$ cat config.mk
export PLATFORM = sky130hd
export DESIGN_NAME = mem_stage_unit
export DESIGN_NICKNAME = d
export VERILOG_FILES = /design/src/rtl/mem_stage_unit.sv
export SDC_FILE = /design/constraint.sdc
export NUM_CORES = 1
export LEC_CHECK = 0
export CORE_AREA = 2 2 116 118
export CTS_CLUSTER_DIAMETER = 60
export CTS_CLUSTER_SIZE = 25
export DETAILED_ROUTE_END_ITERATION = 6
export DIE_AREA = 0 0 118 120
export GPL_TIMING_DRIVEN = 0
export PLACE_DENSITY = 0.84
export SYNTH_ARGS = -nofsm -noshare
export SYNTH_HDL_FRONTEND = slang
export SYNTH_SLANG_ARGS = --single-unit
export TNS_END_PERCENT = 50
$ cat constraint.sdc
create_clock -name clk -period 3.05 [get_ports clk]
set_input_delay 0.305 -clock clk [delete_from_list [all_inputs] [get_ports clk]]
set_output_delay 0.305 -clock clk [all_outputs]
set_load 0.01 [all_outputs]
$ cat src/rtl/mem_stage_unit.sv
// MEM stage: dmem req/ack access with timeout abort, redirect pulse, MEM/WB register.
// Optional MEM-stage forwarding path enabled by defining MEM_FWD_EN.
module mem_stage_unit #(
    parameter int unsigned TIMEOUT = 15
) (
    input  logic        clk,
    input  logic        rst,
    input  logic        RegWrite_m,
    input  logic        MemRW_m,
    input  logic [1:0]  WBSel_m,
    input  logic        PCSel_m,
    input  logic        take_jalr_m,
    input  logic [7:0]  jalr_target_m,
    input  logic [31:0] alu_m,
    input  logic [31:0] rd2_m,
    input  logic [7:0]  pc4_m,
    input  logic [4:0]  rd_m,
    input  logic [7:0]  pc_m,
    output logic        dmem_req,
    output logic        dmem_we,
    output logic [31:0] dmem_addr,
    output logic [31:0] dmem_wdata,
    input  logic        dmem_ack,
    input  logic [31:0] dmem_rdata,
    output logic        mem_stall,
    output logic        redirect_valid,
    output logic [7:0]  redirect_pc,
    output logic        wb_valid,
    output logic        wb_RegWrite,
    output logic [4:0]  wb_rd,
    output logic [31:0] wb_data,
    output logic [7:0]  wb_pc,
    output logic        timeout_err,
    output logic        fwd_valid,
    output logic [4:0]  fwd_rd,
    output logic [31:0] fwd_data
);

    localparam logic [1:0] S_IDLE  = 2'd0;
    localparam logic [1:0] S_WAIT  = 2'd1;
    localparam logic [1:0] S_ABORT = 2'd2;
    localparam logic [7:0] TO_CNT  = 8'(TIMEOUT);

    logic [1:0]  state_q, state_d;
    logic [7:0]  cnt_q, cnt_d;
    logic        req, stall, abort, retire;
    logic        is_store, is_load, mem_op;
    logic [31:0] wb_mux;

    logic        redir_v_q, redir_v_d;
    logic [7:0]  redir_pc_q, redir_pc_d;
    logic        wb_valid_q, wb_valid_d;
    logic        wb_rw_q, wb_rw_d;
    logic [4:0]  wb_rd_q, wb_rd_d;
    logic [31:0] wb_data_q, wb_data_d;
    logic [7:0]  wb_pc_q, wb_pc_d;
    logic        terr_q, terr_d;

    assign is_store = MemRW_m;
    assign is_load  = ~MemRW_m & RegWrite_m & (WBSel_m == 2'b00);
    assign mem_op   = is_store | is_load;

    always_comb begin
        state_d = state_q;
        cnt_d   = cnt_q;
        req     = 1'b0;
        stall   = 1'b0;
        abort   = 1'b0;
        case (state_q)
            S_IDLE: begin
                req   = mem_op;
                stall = mem_op & ~dmem_ack;
                if (mem_op & ~dmem_ack) begin
                    state_d = S_WAIT;
                    cnt_d   = 8'd1;
                end
            end
            S_WAIT: begin
                req   = 1'b1;
                stall = ~dmem_ack;
                if (dmem_ack) begin
                    state_d = S_IDLE;
                    cnt_d   = 8'd0;
                end else if (cnt_q == TO_CNT) begin
                    state_d = S_ABORT;
                end else begin
                    cnt_d = cnt_q + 8'd1;
                end
            end
            S_ABORT: begin
                abort   = 1'b1;
                state_d = S_IDLE;
                cnt_d   = 8'd0;
            end
            default: begin
                state_d = S_IDLE;
                cnt_d   = 8'd0;
            end
        endcase
    end

    // Gate with rst so the request drops the instant reset asserts.
    assign dmem_req   = req & ~rst;
    assign mem_stall  = stall & ~rst;
    assign dmem_we    = MemRW_m;
    assign dmem_addr  = alu_m;
    assign dmem_wdata = rd2_m;
    assign retire     = ~mem_stall;

    always_comb begin
        case (WBSel_m)
            2'b00:   wb_mux = dmem_rdata;
            2'b01:   wb_mux = alu_m;
            2'b10:   wb_mux = {24'b0, pc4_m};
            default: wb_mux = 32'b0;
        endcase
    end

    always_comb begin
        wb_valid_d = 1'b0;
        wb_rw_d    = 1'b0;
        wb_rd_d    = wb_rd_q;
        wb_data_d  = wb_data_q;
        wb_pc_d    = wb_pc_q;
        redir_v_d  = 1'b0;
        redir_pc_d = redir_pc_q;
        terr_d     = terr_q | abort;
        if (retire) begin
            wb_valid_d = 1'b1;
            wb_rw_d    = RegWrite_m & (rd_m != 5'd0) & ~abort;
            wb_rd_d    = rd_m;
            wb_data_d  = wb_mux;
            wb_pc_d    = pc_m;
            redir_v_d  = PCSel_m | take_jalr_m;
            redir_pc_d = take_jalr_m ? jalr_target_m : alu_m[7:0];
        end
    end

    always_ff @(posedge clk or posedge rst) begin
        if (rst) begin
            state_q    <= S_IDLE;
            cnt_q      <= 8'd0;
            redir_v_q  <= 1'b0;
            redir_pc_q <= 8'd0;
            wb_valid_q <= 1'b0;
            wb_rw_q    <= 1'b0;
            wb_rd_q    <= 5'd0;
            wb_data_q  <= 32'd0;
            wb_pc_q    <= 8'd0;
            terr_q     <= 1'b0;
        end else begin
            state_q    <= state_d;
            cnt_q      <= cnt_d;
            redir_v_q  <= redir_v_d;
            redir_pc_q <= redir_pc_d;
            wb_valid_q <= wb_valid_d;
            wb_rw_q    <= wb_rw_d;
            wb_rd_q    <= wb_rd_d;
            wb_data_q  <= wb_data_d;
            wb_pc_q    <= wb_pc_d;
            terr_q     <= terr_d;
        end
    end

    assign redirect_valid = redir_v_q;
    assign redirect_pc    = redir_pc_q;
    assign wb_valid       = wb_valid_q;
    assign wb_RegWrite    = wb_rw_q;
    assign wb_rd          = wb_rd_q;
    assign wb_data        = wb_data_q;
    assign wb_pc          = wb_pc_q;
    assign timeout_err    = terr_q;

`ifdef MEM_FWD_EN
    assign fwd_valid = RegWrite_m & (rd_m != 5'd0) & ~is_load;
    assign fwd_rd    = rd_m;
    assign fwd_data  = wb_mux;
`else
    assign fwd_valid = 1'b0;
    assign fwd_rd    = 5'd0;
    assign fwd_data  = 32'd0;
`endif

endmodule
# == Word level (Yosys, flattened, before mapping) ==
# Cells that the tools add are included.
# classes
add_sub_neg,1
n_eq_ne,8
n_mux,16
bitwise_logic,14
n_reduce_logical,5
# ops
cell,n
$pmux W32 S3,1
$mux W8,4
$pmux W8 S2,1
$add A8 B1 Y8 const B,1
$eq A8 B4 Y1 const B,1
$and A1 B1 Y1,7
$mux W2,3
$ne A3 B3 Y1 const B,2
$reduce_bool A5 Y1,1
$eq A2 B1 Y1 const B,2
$eq A2 B2 Y1 const B,2
$logic_not A2 Y1,2
$mux W1,4
$not A1 Y1,4
$pmux W1 S2,2
$pmux W2 S2,1
$reduce_and A2 Y1,2
$or A1 B1 Y1,3
$ne A2 B2 Y1 const B,1
# totals
ff_bits,67
in_bits,134
output_inout_bits,162
word_cells,54

# == Depth between registers and ports, before layout ==
# Gate-level depths: netlist (run 1).
# depth
depth_word,8
mapped_depth,8
ltp_nobuf,5

# == Worst setup path before layout (run 1) ==
# No wires, ideal clock.
# synth_timing
path_kind,input-to-output
from,input WBSel_m[0]
to,output mem_stall
arrival_ns,1.623
required_time_ns,2.745
path_slack_ns,1.122
path_stages,6
path_buffers,3
path_cell_list,buf_2 -> or3b_1 -> a2111o_1 -> inv_2 -> buf_6 -> buf_6
# synth_via
elab_chain_len,6
# synth_rtl
element,line_no,rtl
"start, declared",10,"input logic [1:0] WBSel_m,"
$logic_not A2 Y1,60,assign is_load = ~MemRW_m & RegWrite_m & (WBSel_m == 2'b00);
$and A1 B1 Y1,60,
$or A1 B1 Y1,61,assign mem_op = is_store | is_load;
$and A1 B1 Y1,72,stall = mem_op & ~dmem_ack;
$pmux W1 S2,69,case (state_q)
$and A1 B1 Y1,104,assign mem_stall = stall & ~rst;
"end, declared",25,"output logic mem_stall,"
# No other way between the ends.

# == Final worst setup path (run 1) ==
# layout_timing
from,input RegWrite_m
to,output mem_stall
# layout_via
elab_chain_len,6
# layout_rtl
element,line_no,rtl
"start, declared",8,"input logic RegWrite_m,"
$and A1 B1 Y1 (2 in a row),60,
$or A1 B1 Y1,61,
$and A1 B1 Y1,72,
$pmux W1 S2,69,
$and A1 B1 Y1,104,
# No other way between the ends.

==> results of run 1 <==
==> registers in the layout, indices dropped and copies added, names as in the netlist <==
signal	flops
wb_data	32
cnt_q	8
redirect_pc	8
wb_pc	8
wb_rd	5
state_q	2
redirect_valid	1
timeout_err	1
wb_RegWrite	1
wb_valid	1
==> Yosys cell counts (2+ instances only) <==
library cell and number:
nor2_1 20, buf_6 2, nor3b_1 3, clkbuf_1 10, nand2_1 76, dfrtp_1 67
buf_4 103, o21ai_0 13, or3b_1 2, mux2i_1 42, o31ai_1 28, a21oi_1 18
or4_1 4, nand2b_1 3, inv_1 4, and2_1 2, buf_2 9, buf_1 3
==> where the power goes <==
part	switching, W	internal (W)	leakage, nW
clock network	0.000391	0.000738	0.155
logic	0.000320	0.000468	2.22
registers	0.0000417	0.000967	0.839
total	0.000753	0.00217	3.21
==> routing by layer <==
metal | GRT usage [%] | vias up | share of wire [%]
met5 | 0 | - | 0
met4 | 4.97 | 0 | 1.0
met3 | 4.23 | 11 | 5.7
met2 | 30.7 | 142 | 52
met1 | 21.3 | 1738 | 41
li1 | - | 1863 | -
==> cell families (layout without fill, tap and decap cells) <==
group,count (synthesis),count (layout)
buffers and inverters,133,373
and+or+nand+nor,118,118
AOI/OAI and AO/OA,69,69
DFF,67,67
muxes,42,42
adders and majority gates,1,1
other,1,38
==> cell type report <==
class,count,area share (%)
clock buffer,10,3.45
clock inverter,6,1.28
tap,176,3.18
buffer,128,12.9
inverter,5,0.307
timing repair buffer,224,32.2
multi-input combinational,268,22.4
sequential,67,24.2
==> worst max-delay path by stage <==
stage                  endpoint  slack [ps]  cells past startpoint
floorplan              cnt_q[0]        1060                      1
global placement    wb_data[14]        -210                      2
detailed placement    mem_stall         -60                      7
CTS                   mem_stall         260                      7
global route          mem_stall         200                      7
finish                mem_stall         310                      7
==> critical path, delay by kind of cell <==
kind | cells | cell delay, ps
compound gates | 1 | 470
buf+inv | 5 | 1280
simple gates | 1 | 380
==> stage by stage <==
step / cells / setup slack (ps) / cell area (sq um) / TNS [ps] / hold slack, ps
floorplan: 468 / 1060 / 4140 / 0 / 417
global placement: 865 / -211 / 6580 / -13850 / 449
detailed placement: 865 / -55.5 / 6580 / -55.5 / 455
CTS: 883 / 260 / 6920 / 0 / 266
global route: 884 / 205 / 6930 / 0 / 292
finish: 884 / 307 / 6930 / 0 / 281
==> what timing repair did <==
item | 4_1_cts | 5_1_grt
endpoints found under the setup margin | 1 | 0
endpoints found under the hold margin | 0 | 0
hold buffers | 0 | 0
gates resized for setup | 1 | 0
buffers inserted | 2 | 0
==> results_dict.tcl, run 1 <==
set metrics [dict create \
    status "finished, final reports clean" \
    core_sq_mm 0.0130 \
    synth_top_flop_cell "dfrtp_1" \
    antenna_found_initial 0 \
    maxCapViolCount 0 \
    powerDensity_mw_per_mm2 422 \
    ys_types 40 \
    grt_overflow 0 \
    synth_seq_cells 67 \
    cts_max_level 3 \
    clk_pin_slew_ps 60 \
    cts_inserted_buffers 9 \
    drtIter0Drc 116 \
    seqCellArea_sq_mm 0.00168 \
    critPathCaptureType "output port" \
    synth_edf_count 0 \
    ys_seq_area_share_pct 41.9 \
    p_leak_nw 3.21 \
    nets 838 \
    r2r_start "state_q[0]" \
    syn_avg_cell_area_sq_um 9.29 \
    cp-start-kind "input port" \
    total_power_w 0.00293 \
    synth_top_family_by_area "buffers and inverters" \
    grt_max_degree 68 \
    critPathLaunch "RegWrite_m" \
    async_flop_share_pct 100 \
    port_buffers 221 \
    cts.sinks 67 \
    layout_commonest_cell "clkdlybuf4s50_1" \
    grt_pass1_wl_mm 19.4 \
    crit_chain "dlygate4sd2_1 > or3b_1 > a2111o_1 > inv_2 > buf_6 > buf_6 > clkdlybuf4s50_1" \
    fin_skew_ps 5.83 \
    required_ps 2740 \
    rows 42 \
    utilization_pct 53.4 \
    cp_common_cell "buf_6" \
    rsz0062_at_grt "no" \
    synth_area_sq_mm 0.00401 \
    hpwl_mm 10.1 \
    io_pins 296 \
    multi_input_area_sq_mm 0.00155 \
    cp_max_fo 10 \
    crit_type "in2out" \
    r2r_setup_slack_ps 980 \
    area_delta_synth_final_pct 72.9 \
    synthSimpleGateAreaFrac_pct 13.0 \
    arrival_ps 2440 \
    vdd_drop_max_v 0.000191 \
    grt.total_usage_pct 17.5 \
    synth_area_leaders "dfrtp_1 42%, buf_4 19%, mux2i_1 10%" \
    drive_gt1_share_pct 19.5 \
    final_cell_mix "220 x clkdlybuf4s50_1, 105 x buf_4, 76 x nand2_1, 67 x dfrtp_1, 42 x mux2i_1" \
    r2r-end "wb_data[6]" \
    setup_violations 0 \
    slew_violations 0 \
    start_util_pct 30.9 \
    via_per_inst 4.25 \
    num_vias 3754 \
    yosysTopAreaCell "dfrtp_1" \
    max_stage_delay_ps 550 \
    wirelength_mm 12.6 \
    gp_congestion 0.749 \
    antenna_cells 0 \
    synth_mux_area_share_pct 10.5 \
    die-area_sq_mm 0.0142 \
    max_slew_margin_pct 44.8 \
    hp-class "in2reg" \
    hold_viol 0 \
    r2r_cells 8 \
    synth_xor_area_share_pct 0 \
    hold_depth 2 \
    worst_path_max_delay_cell "clkdlybuf4s50_1" \
    netlist.area_leader.share_pct 41.9 \
    cts.path.max_buffers 2 \
    synth-compound-area-share_pct 11.4 \
    worstHoldStart "dmem_ack" \
    clock_latency_ps 320 \
    yosys_warnings 0 \
    tritoncts "built" \
    min_period_ps 2740 \
    min_to "state_q[0]" \
    die_w_um 118 \
    max_freq_ghz 0.365 \
    drt_first_pass_iters 4 \
    synth_adder_area_share_pct 0.312 \
    final_antenna_net_count 0 \
    cts_root_buf "clkbuf_16" \
    fp.dieH_um 120 \
    drc 0 \
    fillers 1191 \
    grt_pass1_vias 3658 \
    wl_per_cell_um 14.3 \
    synth_cells 431 \
    tightest_slew_ps 829 \
    fin_crit_sh_pct 89.9 \
]
(Power assumes the default switching activity.)
==> run 2, diff against run 1 <==
- PLACE_DENSITY: 0.84 -> default
- PLACE_DENSITY_LB_ADDON: default -> 0.15
- clock period: 3.05 -> 3.6 ns (I/O delays scaled with it)
==> results_dict.tcl, run 2 (synthesis results as in run 1) <==
set metrics [dict create \
    status "finished, final reports clean" \
    fillers 1213 \
    cts_resized 0 \
    fin_skew_ps 4.48 \
    largest_reg_flops 32 \
    hold_depth 2 \
    num_vias 3773 \
    rsz0062_at_grt "no" \
    worstHoldStart "dmem_ack" \
    min_to "state_q[0]" \
    tightest_slew_ps 1250 \
    switching_share_pct 26.4 \
    switchingPower_w 0.000615 \
    grt.total_usage_pct 17.1 \
    pre_cts_slack_ps 421 \
    drt_first_pass_iters 4 \
    die-area_sq_mm 0.0142 \
    p_comb_share_pct 28.4 \
    r2r_cells 4 \
    drive_gt1_share_pct 18.7 \
    cts.path.max_buffers 2 \
    final_antenna_net_count 0 \
    grt_pass1_vias 3779 \
    start_util_pct 30.9 \
    cts_root_buf "clkbuf_16" \
    slew_violations 0 \
    layout_commonest_cell "clkdlybuf4s50_1" \
    cp_max_fo 10 \
    p_clk_share_pct 34.9 \
    fp.dieH_um 120 \
    hold_buffers 0 \
    hp-class "in2reg" \
    grt_pass1_wl_mm 19.1 \
    cts.sinks 67 \
    final_cell_mix "221 x clkdlybuf4s50_1, 103 x buf_4, 76 x nand2_1, 67 x dfrtp_1, 42 x mux2i_1" \
    sequentialPowerShare_pct 36.7 \
    placedCellCount 865 \
    wl_per_cell_um 13.9 \
    cp-start-kind "input port" \
    port_buffers 221 \
    total_power_w 0.00233 \
    cts_inserted_buffers 9 \
    p_leak_nw 3.18 \
    grt_overflow 0 \
    nets 835 \
    cts_max_level 3 \
    arrival_ps 2810 \
    antenna_cells 0 \
    drtIter0Drc 111 \
    hpwl_mm 9.73 \
    setup_violations 0 \
    max_slew_margin_pct 16.4 \
    vdd_drop_max_v 0.000178 \
    wirelength_mm 12.2 \
    clk_pin_slew_ps 50 \
    final_cells 881 \
    die_w_um 118 \
    crit_type "in2out" \
    antenna_found_initial 0 \
    r2r_start "state_q[0]" \
    r2r-end "cnt_q[5]" \
    max_freq_ghz 0.316 \
    via_per_inst 4.28 \
    grt_max_degree 68 \
    fin_crit_sh_pct 87.9 \
    min_period_ps 3170 \
    internal-power_w 0.00172 \
    fin_ws_ps 434 \
    postCtsSetupRepairBufs 0 \
    powerDensity_mw_per_mm2 340 \
    tritoncts "built" \
    maxCapViolCount 0 \
    io_pins 296 \
    clock_latency_ps 330 \
    critPathCaptureType "output port" \
    hold_viol 0 \
    r2r_setup_slack_ps 1460 \
    required_ps 3240 \
    drc 0 \
    area_delta_synth_final_pct 71.1 \
    core_sq_mm 0.0130 \
    fin_tns_setup_ps 0 \
    rows 42 \
    gp_congestion 0.783 \
]
==> run 2: power groups by stage <==
stage	clock [W]	sequential [W]	combinational (W)
floorplan	0	0.000893	0.000273
global placement	0	0.000865	0.000663
detailed placement	0	0.000868	0.000668
CTS	0.000833	0.000856	0.000671
global route	0.000861	0.000864	0.000715
finish	0.000814	0.000855	0.000662
==> run 2: worst max-delay path: stages <==
cell and delay (ps):
clkdlybuf4s50_1 550, or3b_1 380, a2111o_1 480, inv_2 170, buf_6 160, buf_6 150
clkdlybuf4s50_1 550
==> run 2: how the worst max path moves through the flow <==
stage / from / to / depth (start not counted)
global route: RegWrite_m / mem_stall / 7
detailed placement: RegWrite_m / mem_stall / 7
floorplan: rst / cnt_q[0] / 1
finish: RegWrite_m / mem_stall / 7
global placement: rst / redirect_pc[0] / 2
CTS: RegWrite_m / mem_stall / 7
==> run 2: stage by stage <==
step	util (%)	cell area [sq um]	hold slack [ps]
after global placement	50.7	6580	450
after detailed placement	50.7	6580	456
final	52.8	6850	338
after floorplan	-	4140	436
after global routing	52.8	6850	359
after CTS	52.8	6850	331
==> run 2: area by class of cell <==
class / instances / area (sq um) / area share [%]
repair buffers: 221 / 2210 / 32.3
clock inverters: 2 / 10.0 / 0.146
flip-flops and latches: 67 / 1680 / 24.5
clock buffers: 14 / 264 / 3.85
well taps: 176 / 220 / 3.21
inverters: 5 / 21.3 / 0.310
plain buffers: 128 / 895 / 13.1
multi-input cells: 268 / 1550 / 22.7
==> run 2: layer usage <==
metal | track usage, % | up-vias | wire, um
met3 | 3.99 | 19 | 843
met2 | 30.6 | 171 | 6190
met4 | 7.15 | 0 | 284
met5 | 0 | - | 0
li1 | - | 1855 | -
met1 | 19.4 | 1728 | 4910
==> run 3, diff against run 2 <==
- SLEW_MARGIN: default -> 10
==> results_dict.tcl, run 3 (synthesis results as in run 1) <==
set metrics [dict create \
    status "finished, final reports clean" \
    seqCellArea_sq_mm 0.00168 \
    drive_gt1_share_pct 18.8 \
    fin_crit_sh_pct 87.7 \
    min_period_ps 3160 \
    clk_pin_slew_ps 50 \
    critPathCaptureType "output port" \
    cts_resized 0 \
    max_freq_ghz 0.317 \
    grt.total_usage_pct 17.0 \
    die_w_um 118 \
    tightest_slew_ps 788 \
    rows 42 \
    hp-class "in2reg" \
    final_antenna_net_count 0 \
    powerDensity_mw_per_mm2 333 \
    drtIter0Drc 98 \
    fillers 1218 \
    place_area_sq_mm 0.00660 \
    tritoncts "built" \
    r2r_start "state_q[0]" \
    hold_viol 0 \
    r2r_setup_slack_ps 1700 \
    grt_overflow 0 \
    fin_skew_ps 4.16 \
    required_ps 3240 \
    antenna_cells 0 \
    gp_congestion 0.783 \
    p_leak_nw 3.18 \
    hold_depth 2 \
    switchingPower_w 0.000604 \
    area_delta_synth_final_pct 71.3 \
    slew_violations 0 \
    fp.dieH_um 120 \
    start_util_pct 30.9 \
    num_vias 3773 \
    wirelength_mm 12.2 \
    rsz0062_at_grt "no" \
    grt_pass1_vias 3783 \
    final_cell_mix "221 x clkdlybuf4s50_1, 103 x buf_4, 76 x nand2_1, 67 x dfrtp_1, 42 x mux2i_1" \
    min_to "state_q[0]" \
    fin_area_sq_mm 0.00686 \
    p_comb_share_pct 29.2 \
    die-area_sq_mm 0.0142 \
    via_per_inst 4.28 \
    hpwl_mm 9.89 \
    sequentialPowerShare_pct 37.4 \
    drc 0 \
    arrival_ps 2800 \
    internal-power_w 0.00168 \
    cts.path.max_buffers 2 \
    multi_input_area_sq_mm 0.00156 \
    maxCapViolCount 0 \
    switching_share_pct 26.5 \
    core_sq_mm 0.0130 \
    vdd_drop_max_v 0.000169 \
    cp-start-kind "input port" \
    cts.sinks 67 \
    fin_tns_setup_ps 0 \
    layout_commonest_cell "clkdlybuf4s50_1" \
    drt_first_pass_iters 4 \
    clock_latency_ps 320 \
    cts_root_buf "clkbuf_16" \
    nets 836 \
    largest_reg_flops 32 \
    crit_type "in2out" \
    antenna_found_initial 0 \
    cts_max_level 3 \
    wl_per_cell_um 13.8 \
    hold_buffers 0 \
    worstHoldStart "dmem_ack" \
    p_clk_share_pct 33.4 \
    grt_pass1_wl_mm 19.0 \
    setup_violations 0 \
    r2r_cells 6 \
    io_pins 296 \
    cts_inserted_buffers 9 \
    max_slew_margin_pct 47.4 \
    port_buffers 221 \
    r2r-end "redirect_pc[6]" \
    grt_max_degree 36 \
    postCtsSetupRepairBufs 0 \
    cp_max_fo 10 \
]
## run 3: cell count changes in the layout (fill, tap and decap cells not counted), sizes merged
cell    delta
buf        +1
clkbuf     -1
clkinv     +1
## run 3: worst max-delay path by stage
stage,endpoint,slack [ps],cells after the start,from
after global routing,mem_stall,330,7,RegWrite_m
after detailed placement,mem_stall,440,7,RegWrite_m
final,mem_stall,440,7,RegWrite_m
after CTS,mem_stall,430,7,RegWrite_m
after floorplan,cnt_q[0],1560,1,rst
after global placement,redirect_pc[0],250,2,rst
## run 3: metrics by stage
step                hold WS (ps)  setup WS, ps  util [%]  std cells  power (W)
finish                       348           444      52.8        882    0.00228
global route                 367           332      52.8        882    0.00240
CTS                          339           433      52.8        882    0.00232
detailed placement           456           439      50.8        866    0.00154
global placement             450           254      50.7        865    0.00153
floorplan                    436          1560         -        468    0.00117
## run 3: power groups by stage
stage / Sequential, W / Clock (W) / Combinational (W)
after CTS: 0.000855 / 0.000788 / 0.000674
final: 0.000855 / 0.000763 / 0.000667
after floorplan: 0.000893 / 0 / 0.000273
after global routing: 0.000863 / 0.000818 / 0.000719
after global placement: 0.000865 / 0 / 0.000663
after detailed placement: 0.000868 / 0 / 0.000672
## run 3: layer usage
layer | wire, um | share of wire, % | track usage (%) | vias to the layer above
met4 | 230 | 1.9 | 6.85 | 0
met2 | 6290 | 52 | 31.0 | 170
met5 | 0 | 0 | 0 | -
li1 | - | - | - | 1857
met3 | 880 | 7.2 | 4.23 | 14
met1 | 4800 | 39 | 19.0 | 1732
## run 3: final cells by class
class                      count  share of cell area (%)
clock inverter                 3                   0.219
inverter                       5                   0.310
clock buffer                  13                    3.50
tap                          176                    3.21
timing repair buffer         222                    32.5
multi-input combinational    268                    22.7
sequential                    67                    24.4
buffer                       128                    13.0
## run 3: worst max-delay path, stage by stage
cell	delay [ps]
clkdlybuf4s50_1	550
or3b_1	380
a2111o_1	470
inv_2	170
buf_6	170
buf_6	150
clkdlybuf4s50_1	550
==> patch 1, RTL diff (config.mk and constraints of run 3) <==
Register the input `jalr_target_m` before use. The logic sees it one clock later. The other inputs are not delayed to match.
--- a/src/rtl/mem_stage_unit.sv
+++ b/src/rtl/mem_stage_unit.sv
@@ -40,6 +40,12 @@
     localparam logic [1:0] S_WAIT  = 2'd1;
     localparam logic [1:0] S_ABORT = 2'd2;
     localparam logic [7:0] TO_CNT  = 8'(TIMEOUT);
+
+    logic [7:0] jalr_target_m_q;
+
+    always_ff @(posedge clk) begin
+        jalr_target_m_q <= jalr_target_m;
+    end
 
     logic [1:0]  state_q, state_d;
     logic [7:0]  cnt_q, cnt_d;
@@ -132,7 +138,7 @@
             wb_data_d  = wb_mux;
             wb_pc_d    = pc_m;
             redir_v_d  = PCSel_m | take_jalr_m;
-            redir_pc_d = take_jalr_m ? jalr_target_m : alu_m[7:0];
+            redir_pc_d = take_jalr_m ? jalr_target_m_q : alu_m[7:0];
         end
     end
 
Check against the original RTL: not equivalent (Yosys sat finds a counterexample within 4 cycles, from zero or initial values and one cycle with rst high).
==> patch 1 against run 3 <==
Sequential power up 11%; power up 17%; final area up 3.4%; wire length up 1.7%; synthesized area up 2.9%; sequential cell count up 8; setup slack better by 0.16 ns; first-iteration DRC count down 2.0%; combinational power about the same; global-route usage up 0.22 points.
==> patch 1: results <==
[timing]
timing.clock.skew_ns = 0.00495
slew_at_the_pin_with_the_worst_max_slew_slack_ns = 0.719
tcrit_tclk_final_pct = 83.3

[routing]
drt_wl_total_mm = 12.4
vias = 3733
drt_iter0_drc = 96
routed_via_density = 4.21

[cts]
post_cts_setup_repair_buffer_count = 0
cts_inserted_buffers = 9
cts_htree_levels = 3
clk_latency_ns = 0.33

[critical_path]
timing.rr.start = "cnt_q[0]"
timing.rr.end = "cnt_q[3]"
path_max_fanout = 10
reg2reg_slack_ns = 1.65

[layout]
max_reg_flops = 32
share_of_post_route_cells_with_drive_strength_above_1_pct = 19.2
final_net_count = 840
fillCellCount = 1225
antennaDiodeCount = 0

[placed_design]
post-place-cells = 870
dpl_worst_slack_ns = 0.585
routabilityCongestion = 0.840
dpl.hpwl_mm = 10.2
portBuffers = 222

[global_routing]
grt_start_max_net_pins = 60
grt_util_all_layers_pct = 17.3
first_global_vias = 3704
antenna_found_initial = 0
wire_length_of_the_first_global_routing_pass_mm = 19.5

[synth]
yosysSeqAreaShare_pct = 44.6
synthMuxAreaShare_pct = 9.72
synth.lib_cells_used.distinct = 36
netlist_instances = 434
netlist_top_cells_area = "dfrtp_1 (41%), buf_4 (20%), mux2i_1 (9.7%), nand2_1 (6.7%), o31ai_1 (5.3%)"
async_reset_ff_share_pct = 89.3
synth_adder_area_share_pct = 0.304
yosysWarnings = 0
synth_compound_gate_area_share_pct = 11.1
post_synth_most_frequent_cells = "buf_4 (108), nand2_1 (73), dfrtp_1 (67), mux2i_1 (40), o31ai_1 (29)"

[hold_path]
hold_path.class = "input port to asynchronous set/reset pin"

[outcome]
status = "finished, final reports clean"

[pwr]
p_leak_uw = 0.00327
irDropWorstVdd_uv = 222
patch 1: changes by cell type after synthesis, sizes merged, moves of 3 or more:
cell,change
a21oi,+4
nand2,-3
nor2,+3
o21ai,-3
dfxtp,+8
patch 1: cell families after synthesis:
kind of cell | after synthesis
mux | 40
other cells | 1
flops | 75
buf+inv | 130
fa+ha+maj | 1
compound gates | 69
simple gates | 118
patch 1: worst max path at each step:
stage               startpoint     endpoint  depth (start not counted)
global route        RegWrite_m    mem_stall                          6
finish              RegWrite_m    mem_stall                          6
CTS                 RegWrite_m    mem_stall                          6
detailed placement  RegWrite_m    mem_stall                          6
floorplan                  rst     cnt_q[0]                          1
global placement           rst  wb_data[22]                          2
patch 1: area by class of cell:
class | instances | area share (%)
buffer | 126 | 12.5
clock buffer | 12 | 3.76
clock inverter | 4 | 1.34
inverter | 4 | 0.265
multi-input combinational | 266 | 21.4
sequential | 75 | 25.9
tap | 176 | 3.10
timing repair buffer | 223 | 31.7
patch 1: where the power goes:
group	leakage, uW	switching [uW]	internal (uW)
Clock	0.000179	330	732
Sequential	0.000906	36.3	911
Combinational	0.00219	268	397
patch 1: worst max-delay path, stage by stage:
cell and delay (ns):
clkdlybuf4s50_1 0.49, or3b_4 0.40, a2111o_1 0.49, clkinv_2 0.15, buf_4 0.20, clkdlybuf4s50_1 0.55
patch 1: through the flow:
stage | cell area [sq um] | hold WS, ns
floorplan | 4260 | 0.388
global placement | 6700 | 0.453
detailed placement | 6730 | 0.460
CTS | 7090 | 0.353
global route | 7090 | 0.372
finish | 7090 | 0.362
patch 1: layer usage:
metal	vias to the layer above	wire [microns]	global-route usage [%]
li1	1865	-	-
met1	1702	5100	20.8
met2	152	6260	30.5
met3	14	863	4.28
met4	0	187	5.12
met5	-	0	0
==> patch 2, RTL diff (settings of run 3) <==
Made on the original files. Add a define of `MEM_FWD_EN`.
--- a/src/rtl/mem_stage_unit.sv
+++ b/src/rtl/mem_stage_unit.sv
@@ -1,5 +1,7 @@
 // MEM stage: dmem req/ack access with timeout abort, redirect pulse, MEM/WB register.
 // Optional MEM-stage forwarding path enabled by defining MEM_FWD_EN.
+`define MEM_FWD_EN
+
 module mem_stage_unit #(
     parameter int unsigned TIMEOUT = 15
 ) (
Check against the original RTL: not equivalent (Yosys sat finds a counterexample within 4 cycles, from zero or initial values and one cycle with rst high).
==> patch 2 against run 3 <==
Global-route usage up 0.84 points; wire length grew 4.1%; non-clock buffer count unchanged; power up 4.5%; sequential cell count unchanged; core utilization is 1.3 points higher; clock skew up 0.0055 ns; synthesized area shrank 2.1%; setup slack gained 0.014 ns; hold slack improved by 0.0081 ns; via count shrank 4.1%; critical path depth stayed put; cell count down 7.6%; final area rose by 2.5%.
==> patch 2: results <==
[critical_path]
critPathLaunch = "rst"
path_max_fanout = 36
critPathArrivalTime_ns = 2.78
critical_path.max_stage_delay_ns = 0.57
timing.rr.start = "state_q[1]"
cell_family_with_most_cp_delay = "buffers and inverters"
worst_path_max_delay_cell = "clkdlybuf4s50_1"

[layout]
max_reg_flops = 32
antennaDiodeCount = 0
fillCellCount = 1178
final_net_count = 769
share_of_post_route_cells_with_drive_strength_above_1_pct = 23.5

[placed_design]
dpl.hpwl_mm = 10.2
routabilityCongestion = 0.787
dpl_worst_slack_ns = 0.390
portBuffers = 259

[cts]
cts_resized = 0
clockRootBuffer = "clkbuf_16"
cts_inserted_buffers = 9
cts_htree_levels = 3
ctsLongestPathBuffers = 2
post_cts_setup_repair_buffer_count = 0
cts.reportedPaths.clkPinSlew_ns = 0.06
clk_latency_ns = 0.33

[global_routing]
first_global_vias = 3729
wire_length_of_the_first_global_routing_pass_mm = 19.5
grt_util_all_layers_pct = 17.9
antenna_found_initial = 0
grt_start_max_net_pins = 37

[routing]
vias = 3620
drt_iter0_drc = 113
drt_pre_antenna_iters = 4
drt_wl_total_mm = 12.7

[synth]
netlist_top_cells_area = "dfrtp_1 (43%), buf_4 (13%), mux2i_1 (10%), mux2_2 (8.6%), mux2_4 (4.2%)"
yosysWarnings = 0
postSynthNetCount = 498
synth.lib_cells_used.distinct = 40
synth_enable_flop_cells = 0
top_ff_cell_synth = "dfrtp_1"
post_synth_most_frequent_cells = "buf_4 (70), dfrtp_1 (67), mux2i_1 (40), mux2_2 (30), nor2_1 (30)"
yosysSeqAreaShare_pct = 42.7
async_reset_ff_share_pct = 100

[hold_path]
hp-start = "dmem_ack"
hold_path.class = "input port to flop"

[timing]
tns_ns = 0
report.final.hold_viol_count = 0
timing.clock.skew_ns = 0.00964
slew_headroom_pct = 56.0

[pwr]
p_leak_uw = 0.00309
irDropWorstVdd_uv = 201

[outcome]
status = "finished, final reports clean"
-- patch 2: final cells by class --
class | instances | share of cell area (%)
repair buffers | 260 | 37.2
flip-flops and latches | 67 | 23.8
multi-input cells | 200 | 22.4
plain buffers | 90 | 9.20
clock buffers | 14 | 3.75
well taps | 176 | 3.13
inverters | 6 | 0.356
clock inverters | 2 | 0.142
-- patch 2: cell families after synthesis --
group / after synthesis / share of synthesized area, %
AO/OA/AOI/OAI: 42 / 6.28
AND/OR/NAND/NOR: 72 / 9.41
buffers and inverters: 96 / 17.1
flip-flops: 67 / 42.7
adder cells (fa/ha/maj): 1 / 0.319
multiplexers: 85 / 24.2
-- patch 2: final timing paths --
| check | endpoint | slack (ns) | cells after the start |
|---|---|---|---|
| worst min register to register | timeout_err | 0.45 | 1 |
| max in group asynchronous | wb_data[11] | 2.63 | 3 |
| worst max register to register | wb_data[30] | 1.74 | 6 |
| worst min-delay path | state_q[0] | 0.36 | 2 |
| min in group asynchronous | timeout_err | 0.42 | 2 |
| worst max-delay path | mem_stall | 0.46 | 7 |
-- patch 2: stage by stage --
step,instance area [sq um],instances,power (uW),hold WS (ns)
finish,7030,815,2390,0.356
global route,7030,815,2510,0.344
CTS,7030,815,2420,0.336
detailed placement,6760,799,1600,0.447
global placement,6740,798,1590,0.446
floorplan,3920,363,1160,0.485
-- patch 2: power by group --
| group | internal (uW) | switching (uW) |
|---|---|---|
| Combinational | 448 | 273 |
| Sequential | 819 | 35.7 |
| Clock | 502 | 310 |
-- patch 2: metal layers --
| metal | up-vias | wire (microns) | track usage (%) |
|---|---|---|---|
| met3 | 9 | 1030 | 6.46 |
| met2 | 160 | 6690 | 32.2 |
| met5 | - | 0 | 0 |
| met4 | 0 | 153 | 5.65 |
| met1 | 1720 | 4830 | 19.6 |
| li1 | 1731 | - | - |
